**config.mk**
```make
export PLATFORM = sky130hd
export DESIGN_NAME = serial_add_ctrl
export DESIGN_NICKNAME = d
export VERILOG_FILES = /design/src/rtl/serial_add_ctrl.sv
export SDC_FILE = /design/constraint.sdc
export NUM_CORES = 1
export LEC_CHECK = 0
export CAP_MARGIN = 5
export CORE_MARGIN = 8
export CORE_UTILIZATION = 48
export CTS_BUF_LIST = sky130_fd_sc_hd__clkbuf_4
export DETAILED_ROUTE_END_ITERATION = 8
export HOLD_SLACK_MARGIN = 0.15
export PLACE_DENSITY = 0.77
export SYNTH_ARGS = -nofsm -noshare
export SYNTH_HDL_FRONTEND = slang
export SYNTH_SLANG_ARGS = --single-unit
export TNS_END_PERCENT = 5
```
**constraint.sdc**
```tcl
create_clock -name clk -period 2.9 [get_ports clk]
set_input_delay 0.58 -clock clk [delete_from_list [all_inputs] [get_ports clk]]
set_output_delay 0.58 -clock clk [all_outputs]
set_load 0.02 [all_outputs]
```
**src/rtl/serial_add_ctrl.sv**
```systemverilog
// Bit-serial add sequencer: walks an external 1-bit full adder across two
// WIDTH-bit operands LSB first and returns {cout, sum} with a done pulse.
module serial_add_ctrl #(
    parameter int WIDTH = 8
) (
    input  logic             clk,
    input  logic             rst,
    input  logic             start,
    input  logic [WIDTH-1:0] a,
    input  logic [WIDTH-1:0] b,
    input  logic             cin,
    output logic             fa_a,
    output logic             fa_b,
    output logic             fa_cin,
    input  logic             fa_sum,
    input  logic             fa_cout,
    output logic             busy,
    output logic             done,
    output logic [WIDTH-1:0] sum,
    output logic             cout
);

    localparam int CW = (WIDTH > 1) ? $clog2(WIDTH) : 1;
    localparam logic [CW-1:0] LAST = CW'(WIDTH - 1);

    typedef enum logic [1:0] {
        IDLE,
        RUN,
        DONE
    } state_t;

    state_t           r_state;
    logic [WIDTH-1:0] r_aSh;
    logic [WIDTH-1:0] r_bSh;
    logic [WIDTH-1:0] r_sumSh;
    logic [WIDTH-1:0] r_sum;
    logic [CW-1:0]    r_count;
    logic             r_faA;
    logic             r_faB;
    logic             r_faCin;
    logic             r_busy;
    logic             r_done;
    logic             r_cout;

    logic [WIDTH-1:0] w_aNext;
    logic [WIDTH-1:0] w_bNext;
    logic [WIDTH-1:0] w_sumNext;

    // The new sum bit enters at the MSB so the LSB-first stream ends up in place.
    assign w_aNext   = r_aSh >> 1;
    assign w_bNext   = r_bSh >> 1;
    assign w_sumNext = WIDTH'({fa_sum, r_sumSh} >> 1);

    // r_faCin doubles as the running carry; the adder pins are loaded one
    // edge ahead so they come straight from flops and read 0 outside RUN.
    always_ff @(posedge clk) begin
        if (rst) begin
            r_state <= IDLE;
            r_aSh   <= '0;
            r_bSh   <= '0;
            r_sumSh <= '0;
            r_sum   <= '0;
            r_count <= '0;
            r_faA   <= 1'b0;
            r_faB   <= 1'b0;
            r_faCin <= 1'b0;
            r_busy  <= 1'b0;
            r_done  <= 1'b0;
            r_cout  <= 1'b0;
        end else begin
            case (r_state)
                IDLE: begin
                    if (start) begin
                        r_aSh   <= a;
                        r_bSh   <= b;
                        r_sumSh <= '0;
                        r_count <= '0;
                        r_faA   <= a[0];
                        r_faB   <= b[0];
                        r_faCin <= cin;
                        r_busy  <= 1'b1;
                        r_state <= RUN;
                    end
                end
                RUN: begin
                    r_sumSh <= w_sumNext;
                    r_aSh   <= w_aNext;
                    r_bSh   <= w_bNext;
                    r_count <= r_count + CW'(1);
                    if (r_count == LAST) begin
                        r_sum   <= w_sumNext;
                        r_cout  <= fa_cout;
                        r_faA   <= 1'b0;
                        r_faB   <= 1'b0;
                        r_faCin <= 1'b0;
                        r_busy  <= 1'b0;
                        r_done  <= 1'b1;
                        r_state <= DONE;
                    end else begin
                        r_faA   <= w_aNext[0];
                        r_faB   <= w_bNext[0];
                        r_faCin <= fa_cout;
                    end
                end
                DONE: begin
                    r_done  <= 1'b0;
                    r_state <= IDLE;
                end
                default: begin
                    r_state <= IDLE;
                end
            endcase
        end
    end

    assign fa_a   = r_faA;
    assign fa_b   = r_faB;
    assign fa_cin = r_faCin;
    assign busy   = r_busy;
    assign done   = r_done;
    assign sum    = r_sum;
    assign cout   = r_cout;

endmodule

```
Yosys cells after proc, flatten, opt, wreduce, memory -nomap -nowiden
Cells that the tools add are included.

Add/sub/neg operators: 1. $mul: 0. Div/mod/pow operators: 0. $lt $le $gt $ge: 0. Equality and inequality tests: 5. Shift-type cells: 0. Mux-type cells: 25. Bitwise gates (word level): 0. Reduce and logical (&&, ||, !) cells: 8.

Operator list (number): 8-bit one-hot mux with 2 select lines (3); 8-bit two-way mux (3); 1-bit one-hot mux with 2 select lines (5); 1-bit two-way mux (9); 2-bit AND reduction (4); 3-bit one-hot mux with 2 select lines (1); 2-bit two-way mux (2); 2-bit != test, second input constant (2); 2-bit one-hot mux with 2 select lines (1); 2-bit nonzero test (2); 3-bit by 1-bit adder with 3-bit output, second input constant (1); 3-bit equality test, second input constant (1); 3-bit two-way mux (1); 3-bit AND reduction (1); 2-bit by 1-bit equality test with 1-bit output, second input constant (1); 2-bit equality test, second input constant (1); 2-bit zero test (1).

Flip-flop bits (word level): 43. Bits in latches: 0. Bits in writable memories: 0. Bits in read-only memories: 0. Bits of input ports: 22. Output and inout bits: 14. Word-level logic and storage cells: 51. Memories kept: 0.

Depth between registers and ports, before layout
Depth in word-level cells: 3. Mapped depth: 6. Depth with buffers taken out: 5.

Least setup slack after synthesis
Ideal clock, no wire load.

Path type: input-to-reg. Start point: input port rst. End point: register r_aSh[3]. Library setup time: 0.070 ns. Arrival time: 1.278 ns. Data required time: 2.830 ns. Setup slack: 1.552 ns. Cell stages on the path: 5. Path buffers: 2. Path through: buf_2 -> inv_1 -> clkbuf_1 -> o21ai_0 -> a21oi_1.

RTL lines: start: declaration (RTL line 7) `input logic rst,`; end signal: assignment (RTL line 87) `r_aSh <= w_aNext;`; end: declaration (RTL line 33) `logic [WIDTH-1:0] r_aSh;`.

Final worst setup path
Start point: register r_state[0]. End point: register r_count[2].

Longest elaborated chain between the ends: 3. Elaborated cells between the ends (all ways): 6. Classes of those cells: eq/ne: 2; mux: 1; reduce/logical: 3.

RTL lines: start: declaration (RTL line 32) `state_t r_state;`; start signal: assignment (RTL line 58) `r_state <= IDLE;`; start signal: assignment (RTL line 82) `r_state <= RUN;`; start signal: assignment (RTL line 98) `r_state <= DONE;`; 2-bit by 1-bit equality test with 1-bit output / 2-bit zero test (equally long branches) (RTL line 71) `case (r_state)`; 2-bit nonzero test (no line) / 2-bit != test (equally long branches); 2-bit AND reduction (no line); end signal: assignment (RTL line 89) `r_count <= r_count + CW'(1);`; end: declaration (RTL line 37) `logic [CW-1:0] r_count;`.

Parallel ways exist; a longest one is shown, timed or not. A chain may end at the register's enable or synchronous reset.

==> run_results.csv <==
group,metric,value,unit
synth,synthCells,155,
synth,synth_cell_types,24,
cts,htree_levels,2,
placed_design,place_congestion,0.759,
critical_path,critPathArrivalTime,2310,ps
critical_path,crit_required,3180,ps
placed_design,dp_hpwl,2.40,mm
cells_and_area,nFillCells,304,
cts,clock_latency,340,ps
power,power_density,484,nW/um^2
routing,postRouteAntennaNets,0,
die,initial_utilization,48.7,%
grt,grt_pass1_vias,1220,
cts,cts_buffers,5,
power,vdd_drop_max,0.314,mV
synth,yosysTopAreaCell,"dfxtp_1",
cells_and_area,finalInstanceArea,2000,sq um
critical_path,crit_path_end_kind,"register",
critical_path,worst_setup_path_start_kind,"register",
timing,drv_slew,0,
timing,fin_crit,2030,ps
critical_path,critPathKind,"reg -> reg",
timing,tns,0,ps
die,core,3260,sq um
critical_path,cp_max_fo,27,
grt,grt_max_degree,28,
cells_and_area,final_common_cell,"dfxtp_1",
synth,synth_area_leaders,"dfxtp_1, mux2i_1, a22o_1, a21oi_1, o21ai_0",
timing,slew_headroom,42.7,%
cells_and_area,nets,213,
cts,post_cts_resized,0,
die,rows,21,
cells_and_area,mostFrequentLayoutCells,"dfxtp_1, clkdlybuf4s50_1, mux2i_1",
timing,fmax,493,MHz
power,switching_share,24.0,%
routing,vias_per_cell,5.30,
status,status,"complete, no violations",
cells_and_area,drive_above_1_share,8.51,%
routing,postRouteWirelength,3.35,mm
grt,overflow,0,
timing,finalHoldViolations,0,
timing,final.period_utilization,69.9,%
synth,synth.net_count,180,
timing,worstMarginPinSlew,860,ps
cells_and_area,final_util,61.3,%
power,cellLeakagePower,0.846,nW
power,internal_power,0.736,mW
synth,synth_area,1590,sq um
cts,postCtsSetupRepairBufs,0,
synth,ys_seq_elements,40,
power,seq_power_share,60.8,%
die,ios,36,
die,fp.dieH,73.5,um
routing,post-route-drc-count,0,
cts,cts_tree,"yes",
grt,grt_pass1_wl,5.53,mm
placed_design,placed_area,1950,sq um
routing,vias,1241,
cts,cts_num_sinks,40,
timing,finalSetupViolations,0,
timing,clock_skew,10.6,ps
routing,firstDrtPassIters,4,
die,die_area,5400,sq um
power,pwr-share-comb,12.2,%
synth,postSynthAreaPerCell,10.2,sq um
grt,antenna_found_initial,0,
min_path,hold_path_class,"reg -> reg",
routing,routedWlPerCell,14.3,um
synth,synth_top_area_share,50.5,%
synth,ys_seq_area_share,50.5,%
run,maxCapViolations,0,
cts,cts_root_buffer,"clkbuf_4",
cells_and_area,antenna_cells,0,
timing,rsz0062_at_grt,"no",
power,clkPwrFrac,27.0,%
synth,yosysWarnings,0,
placed_design,io_buffers,35,
cts,cts.clk_slew.worst_paths,110,ps
routing,drt_iter0_markers,67,
grt,track_usage,13.0,%
cells_and_area,area.growth.synth_to_final,25.9,%
die,die_w,73.5,um
power,power.switching,0.232,mW
cts,clock_path_buffers,2,
cts,cts_hold_buf,0,
cells by family after synthesis:
group | synth area share (%)
AND/OR/NAND/NOR | 9.31
adder cells (fa/ha/maj) | 2.37
buffers and inverters | 4.34
flip-flops | 50.5
AO/OA/AOI/OAI | 18.9
multiplexers | 14.6
cells in the mapped netlist (all sizes together):
cell type,number
or3b,2
buf,7
inv,2
o22ai,3
nand3b,1
nor2,14
o221a,3
mux2,1
nand2b,3
ha,3
o21ba,1
o21ai,15
clkbuf,4
nor3,2
nand2,3
a21oi,15
a2bb2oi,1
dfxtp,40
nor2b,4
mux2i,22
a22o,9
power groups by stage:
stage / logic (mW) / registers (mW) / clock network (mW)
global placement: 0.113 / 0.600 / 0
floorplan: 0.0665 / 0.600 / 0
CTS: 0.118 / 0.589 / 0.269
finish: 0.118 / 0.589 / 0.262
global route: 0.129 / 0.592 / 0.294
detailed placement: 0.118 / 0.601 / 0
worst paths after layout:
check / startpoint / to / slack (ps) / cells after the start
worst max register to register: r_state[0]$_SDFFE_PP0P_ / r_count[2]$_SDFFE_PP0P_ / 870 / 3
worst min register to register: r_aSh[7]$_SDFFE_PP0P_ / r_aSh[7]$_SDFFE_PP0P_ / 490 / 2
worst max-delay path: r_state[0]$_SDFFE_PP0P_ / r_count[2]$_SDFFE_PP0P_ / 870 / 3
worst min-delay path: r_aSh[7]$_SDFFE_PP0P_ / r_aSh[7]$_SDFFE_PP0P_ / 490 / 2
routing by layer:
metal | vias to the layer above | routed length [um] | track usage [%]
met5 | - | 0 | 0
met4 | 0 | 51 | 6.65
met3 | 4 | 189 | 4.09
met2 | 24 | 1570 | 21.4
met1 | 595 | 1540 | 14.8
li1 | 618 | - | -
through the flow:
stage / worst slack, ps / instances / total power [mW] / hold slack [ps]
final: 872 / 234 / 0.968 / 488
after global routing: 641 / 234 / 1.02 / 511
after CTS: 906 / 234 / 0.976 / 486
after detailed placement: 703 / 227 / 0.719 / 461
after global placement: 782 / 227 / 0.713 / 458
after floorplan: 1550 / 155 / 0.667 / 442
worst max-delay path, cell delays in order, from the launching register on:
cell and delay [ps]:
dfxtp_1 640, nand2b_1 580, nor2_2 540, a22o_1 220
cell type report:
cell class / count / area (sq um) / share of cell area [%]
Clock buffer: 6 / 45.0 / 2.25
Clock inverter: 1 / 5.00 / 0.250
Inverter: 2 / 7.51 / 0.376
Multi-Input combinational cell: 102 / 717 / 35.9
Sequential cell: 40 / 801 / 40.1
Tap cell: 46 / 57.6 / 2.88
Timing Repair Buffer: 37 / 365 / 18.3
flip-flops by register name, summed over array words and instances (netlist names):
register and cells:
fa_a 1, fa_cin 1, r_count 3, r_aSh 7
sum 8, r_state 2, busy 1, done 1
r_bSh 7, r_sumSh 7, fa_b 1, cout 1
No activity file was read; power rests on OpenSTA's default activity.
